===== src/rtl/m_vram_writer.sv =====
// m_vram_writer: takes a raster-ordered pixel stream and writes it into the
// canvas SRAM as a SHAPE_WIDTH x SHAPE_HEIGHT rectangle at (base_x, base_y).
// Pixels that fall off the canvas, or that match the colour key when keying
// is enabled, still use up a beat but produce no write strobe.
module m_vram_writer #(
  parameter int ADDR_WIDTH    = 12,
  parameter int DATA_WIDTH    = 8,
  parameter int CANVAS_WIDTH  = 64,
  parameter int CANVAS_HEIGHT = 64,
  parameter int SHAPE_WIDTH   = 32,
  parameter int SHAPE_HEIGHT  = 32,
  parameter int USE_KEY       = 0,
  parameter int KEY           = 0
) (
  input  logic                  clk,
  input  logic                  rst,
  input  logic                  i_start,
  input  logic                  i_abort,
  input  logic [10:0]           i_base_x,
  input  logic [10:0]           i_base_y,
  input  logic                  i_valid,
  input  logic [DATA_WIDTH-1:0] i_data,
  output logic                  o_ready,
  output logic                  o_mem_write,
  output logic [ADDR_WIDTH-1:0] o_mem_addr,
  output logic [DATA_WIDTH-1:0] o_mem_data,
  output logic                  o_busy,
  output logic                  o_done
);

  // Canvas coordinates are formed one bit wider than the base so that
  // base + offset never wraps back onto the canvas.
  localparam int COORD_W = 12;
  localparam int LIN_W   = 2 * COORD_W;
  localparam int COL_W   = (SHAPE_WIDTH  > 1) ? $clog2(SHAPE_WIDTH)  : 1;
  localparam int ROW_W   = (SHAPE_HEIGHT > 1) ? $clog2(SHAPE_HEIGHT) : 1;
  localparam logic [COL_W-1:0] COL_LAST = COL_W'(SHAPE_WIDTH - 1);
  localparam logic [ROW_W-1:0] ROW_LAST = ROW_W'(SHAPE_HEIGHT - 1);

  typedef enum logic [1:0] {
    IDLE  = 2'd0,
    WRITE = 2'd1,
    DONE  = 2'd2
  } state_t;

  state_t                  state_reg;
  logic [10:0]             base_x_reg;
  logic [10:0]             base_y_reg;
  logic [COL_W-1:0]        col_reg;
  logic [ROW_W-1:0]        row_reg;
  logic                    ready_reg;
  logic                    busy_reg;
  logic                    done_reg;
  logic                    mem_write_reg;
  logic [ADDR_WIDTH-1:0]   mem_addr_reg;
  logic [DATA_WIDTH-1:0]   mem_data_reg;

  logic                    accept;
  logic                    last_pixel;
  logic                    clipped;
  logic                    keyed;
  logic                    write_ok;
  logic [COORD_W-1:0]      pix_x;
  logic [COORD_W-1:0]      pix_y;
  logic [LIN_W-1:0]        lin_addr;

  assign accept     = ready_reg & i_valid;
  assign last_pixel = (col_reg == COL_LAST) && (row_reg == ROW_LAST);

  assign pix_x    = COORD_W'(base_x_reg) + COORD_W'(col_reg);
  assign pix_y    = COORD_W'(base_y_reg) + COORD_W'(row_reg);
  assign clipped  = (pix_x >= COORD_W'(CANVAS_WIDTH)) || (pix_y >= COORD_W'(CANVAS_HEIGHT));
  assign keyed    = (USE_KEY != 0) && (i_data == DATA_WIDTH'(KEY));
  assign write_ok = accept & ~clipped & ~keyed;
  assign lin_addr = LIN_W'(pix_y) * LIN_W'(CANVAS_WIDTH) + LIN_W'(pix_x);

  // Blit sequencer: IDLE -> WRITE -> DONE -> IDLE, with status flags
  // registered alongside the state so they change on the same edge.
  always_ff @(posedge clk or posedge rst) begin
    if (rst) begin
      state_reg  <= IDLE;
      base_x_reg <= '0;
      base_y_reg <= '0;
      col_reg    <= '0;
      row_reg    <= '0;
      ready_reg  <= 1'b0;
      busy_reg   <= 1'b0;
      done_reg   <= 1'b0;
    end else begin
      case (state_reg)
        IDLE: begin
          done_reg <= 1'b0;
          if (i_start) begin
            base_x_reg <= i_base_x;
            base_y_reg <= i_base_y;
            col_reg    <= '0;
            row_reg    <= '0;
            ready_reg  <= 1'b1;
            busy_reg   <= 1'b1;
            state_reg  <= WRITE;
          end
        end
        WRITE: begin
          if (i_abort) begin
            // Abort wins over completion; any pixel accepted this cycle is
            // still written by the write-port block.
            ready_reg <= 1'b0;
            busy_reg  <= 1'b0;
            state_reg <= IDLE;
          end else if (accept) begin
            if (last_pixel) begin
              ready_reg <= 1'b0;
              done_reg  <= 1'b1;
              state_reg <= DONE;
            end else if (col_reg == COL_LAST) begin
              col_reg <= '0;
              row_reg <= row_reg + ROW_W'(1);
            end else begin
              col_reg <= col_reg + COL_W'(1);
            end
          end
        end
        DONE: begin
          done_reg  <= 1'b0;
          busy_reg  <= 1'b0;
          state_reg <= IDLE;
        end
        default: begin
          ready_reg <= 1'b0;
          busy_reg  <= 1'b0;
          done_reg  <= 1'b0;
          state_reg <= IDLE;
        end
      endcase
    end
  end

  // SRAM write port: one cycle behind acceptance; address and data only
  // move when a real write is issued.
  always_ff @(posedge clk or posedge rst) begin
    if (rst) begin
      mem_write_reg <= 1'b0;
      mem_addr_reg  <= '0;
      mem_data_reg  <= '0;
    end else begin
      mem_write_reg <= write_ok;
      if (write_ok) begin
        mem_addr_reg <= ADDR_WIDTH'(lin_addr);
        mem_data_reg <= i_data;
      end
    end
  end

  assign o_ready     = ready_reg;
  assign o_busy      = busy_reg;
  assign o_done      = done_reg;
  assign o_mem_write = mem_write_reg;
  assign o_mem_addr  = mem_addr_reg;
  assign o_mem_data  = mem_data_reg;

endmodule


===== config.mk =====
export PLATFORM = sky130hd
export DESIGN_NAME = m_vram_writer
export DESIGN_NICKNAME = d
export VERILOG_FILES = /design/src/rtl/m_vram_writer.sv
export SDC_FILE = /design/constraint.sdc
export NUM_CORES = 1
export LEC_CHECK = 0
export CAP_MARGIN = 20
export CORE_MARGIN = 2
export CORE_UTILIZATION = 45
export CTS_BUF_LIST = sky130_fd_sc_hd__clkbuf_8
export DETAILED_ROUTE_END_ITERATION = 16
export GPL_TIMING_DRIVEN = 0
export PLACE_DENSITY = 0.69
export SYNTH_ARGS = -nofsm -noshare
export SYNTH_HDL_FRONTEND = slang
export SYNTH_SLANG_ARGS = --single-unit

===== constraint.sdc =====
create_clock -name clk -period 8.47 [get_ports clk]
set_input_delay 2.1175 -clock clk [delete_from_list [all_inputs] [get_ports clk]]
set_output_delay 2.1175 -clock clk [all_outputs]
set_load 0.01 [all_outputs]

* After elaboration in Yosys (flattened, before gate mapping)
Index checks and enable logic that the tools add are counted.
W data, S select, Z words.
** Storage, ports and cells
- Register bits after elaboration :: 58
- Output and inout port bits :: 24
** Operators by class
- Add/subtract/negate cells :: 5
- Magnitude comparators :: 2
- Eq/ne operators :: 13
- Multiplexer cells :: 27
- Bitwise gates (word level) :: 4
- Reduce and logical (&&, ||, !) cells :: 11
** Operators by type and width (count)
- $mux W5 :: 9
- $add A11 B5 Y12 :: 2
- $ge A12 B7 Y1 const B :: 2
- $pmux W5 S2 :: 2
- $ne A2 B2 Y1 const B :: 7
- $add A12 B12 Y12 :: 1
- $add A5 B1 Y5 const B :: 2
- $eq A5 B5 Y1 const B :: 2
- $mux W1 :: 9
- $mux W2 :: 4
- $ne A3 B3 Y1 const B :: 2
- $reduce_and A3 Y1 :: 2
- $reduce_and A6 Y1 :: 1
- $reduce_and A5 Y1 :: 1
- $pmux W2 S2 :: 1
- $reduce_and A2 Y1 :: 2
- $reduce_and A4 Y1 :: 1
- $pmux W1 S3 :: 1
- $and A1 B1 Y1 :: 2
- $eq A2 B1 Y1 const B :: 1
- $eq A2 B2 Y1 const B :: 1
- $logic_not A2 Y1 :: 1
- $not A1 Y1 :: 2
- $pmux W1 S2 :: 1
- 3 further kinds :: 3

* Logic depth before layout (Yosys ltp)
- Depth after elaboration :: 6
- Mapped depth :: 13
- Gate-level depth less buffers :: 13

* Least setup slack after synthesis
No wires, ideal clock.
- Path kind :: input -> register
- From :: input port i_valid
- To :: register mem_addr_reg[0], in the netlist o_mem_addr[0]
- Library setup time :: 0.125 ns
- Arrival :: 3.312 ns
- Required time :: 8.345 ns
- Setup slack :: 5.032 ns
- Stages on the path :: 6
- Cell sequence :: nand2_1 -> nor3_2 -> o311ai_2 -> nor4b_4 -> buf_6 -> mux2_4
** On the way
- Cells in the longest elaborated chain, start to end :: 2
** RTL lines
- start: declaration :: RTL line 21 : input logic i_valid,
- $and A1 B1 Y1 :: RTL line 67 : assign accept = ready_reg & i_valid;
- $and A1 B1 Y1 :: RTL line 74 : assign write_ok = accept & ~clipped & ~keyed;
- end signal: assignment :: RTL line 148 : mem_addr_reg <= ADDR_WIDTH'(lin_addr);
- end: declaration :: RTL line 55 : logic [ADDR_WIDTH-1:0] mem_addr_reg;
Every way passes these cells.
A chain may end at the register's enable or synchronous reset.

* Worst setup path in the final report
- From :: input port i_valid
- To :: register mem_data_reg[5], in the netlist o_mem_data[5]
** On the way
- Cells in the longest elaborated chain, start to end :: 2
** RTL lines
- $and A1 B1 Y1 :: RTL line 67
- $and A1 B1 Y1 :: RTL line 74
- end signal: assignment :: RTL line 149 : mem_data_reg <= i_data;
- end: declaration :: RTL line 56 : logic [DATA_WIDTH-1:0] mem_data_reg;
Every way passes these cells.

==> metrics.log <==
[metrics] status: complete, no violations
[metrics] area occupied by multi-input gates: 0.00194 mm²
[metrics] half-perimeter wire length after detailed placement: 5.63 mm
[metrics] flip-flop count of the largest register after layout: 12
[metrics] category of the worst setup path capture point: register
[metrics] pre-CTS setup slack: 4330 ps
[metrics] count of max-cap constraint violations: 0
[metrics] relative max-transition margin: 0.652
[metrics] most area-consuming cells after synthesis: dfrtp_1, mux2_4, nand2_1
[metrics] syn_nets: 410
[metrics] Yosys top cell area share: 0.414
[metrics] fin. max-slew vios: 0
[metrics] TritonCTS clock tree: yes
[metrics] wire length of the first global-routing pass: 12.9 mm
[metrics] pwr dens: 204 mW/mm²
[metrics] setup slack of the most critical reg-to-reg path: 4850 ps
[metrics] via count of the first global-routing pass: 2776
[metrics] async set or reset register ratio after synthesis: 1.00
[metrics] delay of the slowest cell on the worst path: 490 ps
[metrics] fillers: 685
[metrics] unrepaired setup endpoints after global routing: no
[metrics] setup violators final: 0
[metrics] register cell area after layout: 0.00145 mm²
[metrics] overall track demand over capacity in global routing: 0.193
[metrics] Post-CTS Setup Bufs: 0
[metrics] final global-route overflow total: 0
[metrics] number of design rule violations left after detail routing: 0
[metrics] PortBufs: 58
[metrics] number of clock buffers inserted by TritonCTS: 9
[metrics] Req. time, crit path: 8700 ps
[metrics] Worst Hold Path EP: base_x_reg[4]
[metrics] startpoint of the lowest-slack hold path: base_x_reg[4]
[metrics] Yosys warnings: 0
[metrics] start of the worst register-to-register path: col_reg[0]
[metrics] transition time of the tightest slew-check pin: 523 ps
[metrics] placement row count: 32
[metrics] FMAX: 264 MHz
[metrics] pin count of the biggest net entering global routing: 39
[metrics] routability cong.: 0.843
[metrics] CTS H-Tree Depth: 3
[metrics] via-per-instance ratio: 5.18
[metrics] number of search-and-repair iterations in the first detailed-routing pass: 5
[metrics] top fanout value on the critical path: 10
[metrics] Setup TNS: 0 ps
[metrics] min-delay worst type: reg -> reg
[metrics] average footprint of a synthesized cell: 9.90 µm²
[metrics] initial DRC count: 107
[metrics] unique cell type count in the Yosys netlist: 54
[metrics] clock latency on the worst-skew pair: 350 ps
[metrics] Synth Cell Area: 0.00350 mm²
[metrics] Min Clock Period, post-route: 3790 ps
[metrics] Core Region: 0.00765 mm²
[metrics] dominant register cell in the synthesized netlist: dfrtp_1
[metrics] final layout net count: 480
[metrics] cells traversed along the worst timing path: clkdlybuf4s50_1 -> nand2_1 -> nor3_2 -> o311ai_2 -> nor4b_4 -> buf_6 -> mux2_4
[metrics] CP max stage cell: clkdlybuf4s50_1
[metrics] # resized after CTS: 0
[metrics] # diodes: 0
[metrics] ratio of final minimum period to clock period: 0.448
[metrics] clock transition time at the flip-flop clock pins of the worst setup and hold paths: 70 ps
[metrics] fraction of layout cells with a size suffix above 1: 0.133
[metrics] post-route antenna net violation count: 0
[metrics] die width: 92.2 µm
[metrics] # hold bufs at CTS: 0
[metrics] signal arrival time at the worst endpoint: 4020 ps
[metrics] mean routed wirelength per cell: 13.9 µm
[metrics] number of cells on the worst reg-to-reg path: 13
[metrics] Layout Skew: 10.1 ps
[metrics] DR vias: 2749
[metrics] Die Y-Extent: 92.2 µm
[metrics] Detailed Route WL: 7.36 mm
[metrics] die area: 0.00851 mm²
[metrics] number of cells traversed by the worst hold path: 2
[metrics] clock sink count: 58
[metrics] Area growth, synth to finish: 25.6%
[metrics] number of top-level pins: 59
[metrics] least setup slack across all paths after layout: 4680 ps
[metrics] number of instances in the synthesized netlist: 354
[metrics] Leakage Power: 0.00202 µW
[metrics] Initial Utilization: 0.458
[metrics] maximum buffer depth of the clock tree: 2
[metrics] peak supply drop: 92.6 µV
[metrics] number of failing hold endpoints at the final stage: 0
[metrics] CTS Root Buffer Type: clkbuf_8
[metrics] Seq/Total Area, Yosys: 0.414
[metrics] count of flip-flops with a built-in enable after synthesis: 0
[metrics] flop and latch count out of synthesis: 58
[metrics] startpoint class of the critical path: primary input
[metrics] antenna violations before repair: 0
[metrics] critical setup path kind: in -> reg
[metrics] cell accounting for the most synthesized area: dfrtp_1
[metrics] end of the worst register-to-register path: o_mem_addr[11]
-- how the worst max path moves through the flow --
| stage | start | to | cells past startpoint |
|---|---|---|---|
| after floorplan | rst | base_x_reg[0] | 1 |
| after global placement | rst | col_reg[3] | 2 |
| after detailed placement | i_valid | o_mem_addr[0] | 7 |
| after CTS | i_valid | o_mem_data[5] | 7 |
| after global routing | col_reg[0] | o_mem_addr[11] | 13 |
| final | i_valid | o_mem_data[5] | 7 |
-- synthesized netlist by cell type (all sizes together) (2+ instances only) --
cell type	instances
nand2	79
dfrtp	58
o21ai	23
mux2	22
ha	19
nor2	18
xnor2	13
a21oi	12
clkbuf	8
inv	8
nand3	8
xor2	8
a211oi	6
buf	6
nor3	6
nor3b	6
a21o	4
and3	4
nand2b	4
nor2b	4
a31oi	3
nand4	3
o21a	3
a211o	2
a21boi	2
and4b	2
fa	2
mux2i	2
o2111ai	2
o31ai	2
or3	2
-- final cells by class --
class | instances | area share
Multi-Input combinational cell | 274 | 0.440
Inverter | 8 | 0.00682
Clock inverter | 7 | 0.0105
Sequential cell | 58 | 0.330
Tap cell | 102 | 0.0290
Clock buffer | 9 | 0.0281
Buffer | 14 | 0.0196
Timing Repair Buffer | 59 | 0.136
-- stage by stage --
step	power (µW)	utilization	instances	area, µm²	hold WS, ps
floorplan	580	-	354	3500	452
global placement	667	0.551	514	4210	467
detailed placement	678	0.553	515	4230	474
CTS	905	0.576	531	4400	491
global route	967	0.576	531	4400	506
finish	897	0.576	531	4400	486
-- placed cells by master, fill, tap and decap left out, drive strengths merged, types with 4 or more instances in the layout --
| master | instances |
|---|---|
| nand3 | 8 |
| nor2b | 4 |
| nand2 | 79 |
| o21ai | 23 |
| clkdlybuf4s50 | 58 |
| ha | 19 |
| dfrtp | 58 |
| a211oi | 6 |
| nor3 | 6 |
| xor2 | 8 |
| clkbuf | 17 |
| a21o | 4 |
| nor2 | 18 |
| xnor2 | 13 |
| buf | 7 |
| and3 | 4 |
| mux2 | 22 |
| nor3b | 6 |
| a21oi | 12 |
| inv | 8 |
| clkinv | 4 |
| nand2b | 4 |
-- metal layers --
metal	track usage	wire length [µm]
met3	0.0444	313
met4	0.0908	183
met5	0	0
met1	0.250	3420
met2	0.306	3440
-- critical path, delay by kind of cell --
kind | cells | cell delay, ps
buffers and inverters | 2 | 720
and+or+nand+nor | 3 | 690
AOI/OAI and AO/OA | 1 | 170
muxes | 1 | 310
-- power by group --
part	switching (µW)	leakage [µW]	internal [µW]
registers	36.2	0.000763	316
clock network	120	0.0000810	104
logic	161	0.00118	159
-- logic make-up after synthesis --
group,share of synthesized area
compound gates,0.124
xor+xnor,0.0525
fa+ha+maj,0.0793
buf+inv,0.0332
flops,0.414
mux,0.0979
simple gates,0.199
Note: power is estimated with default switching activity, not from simulation.
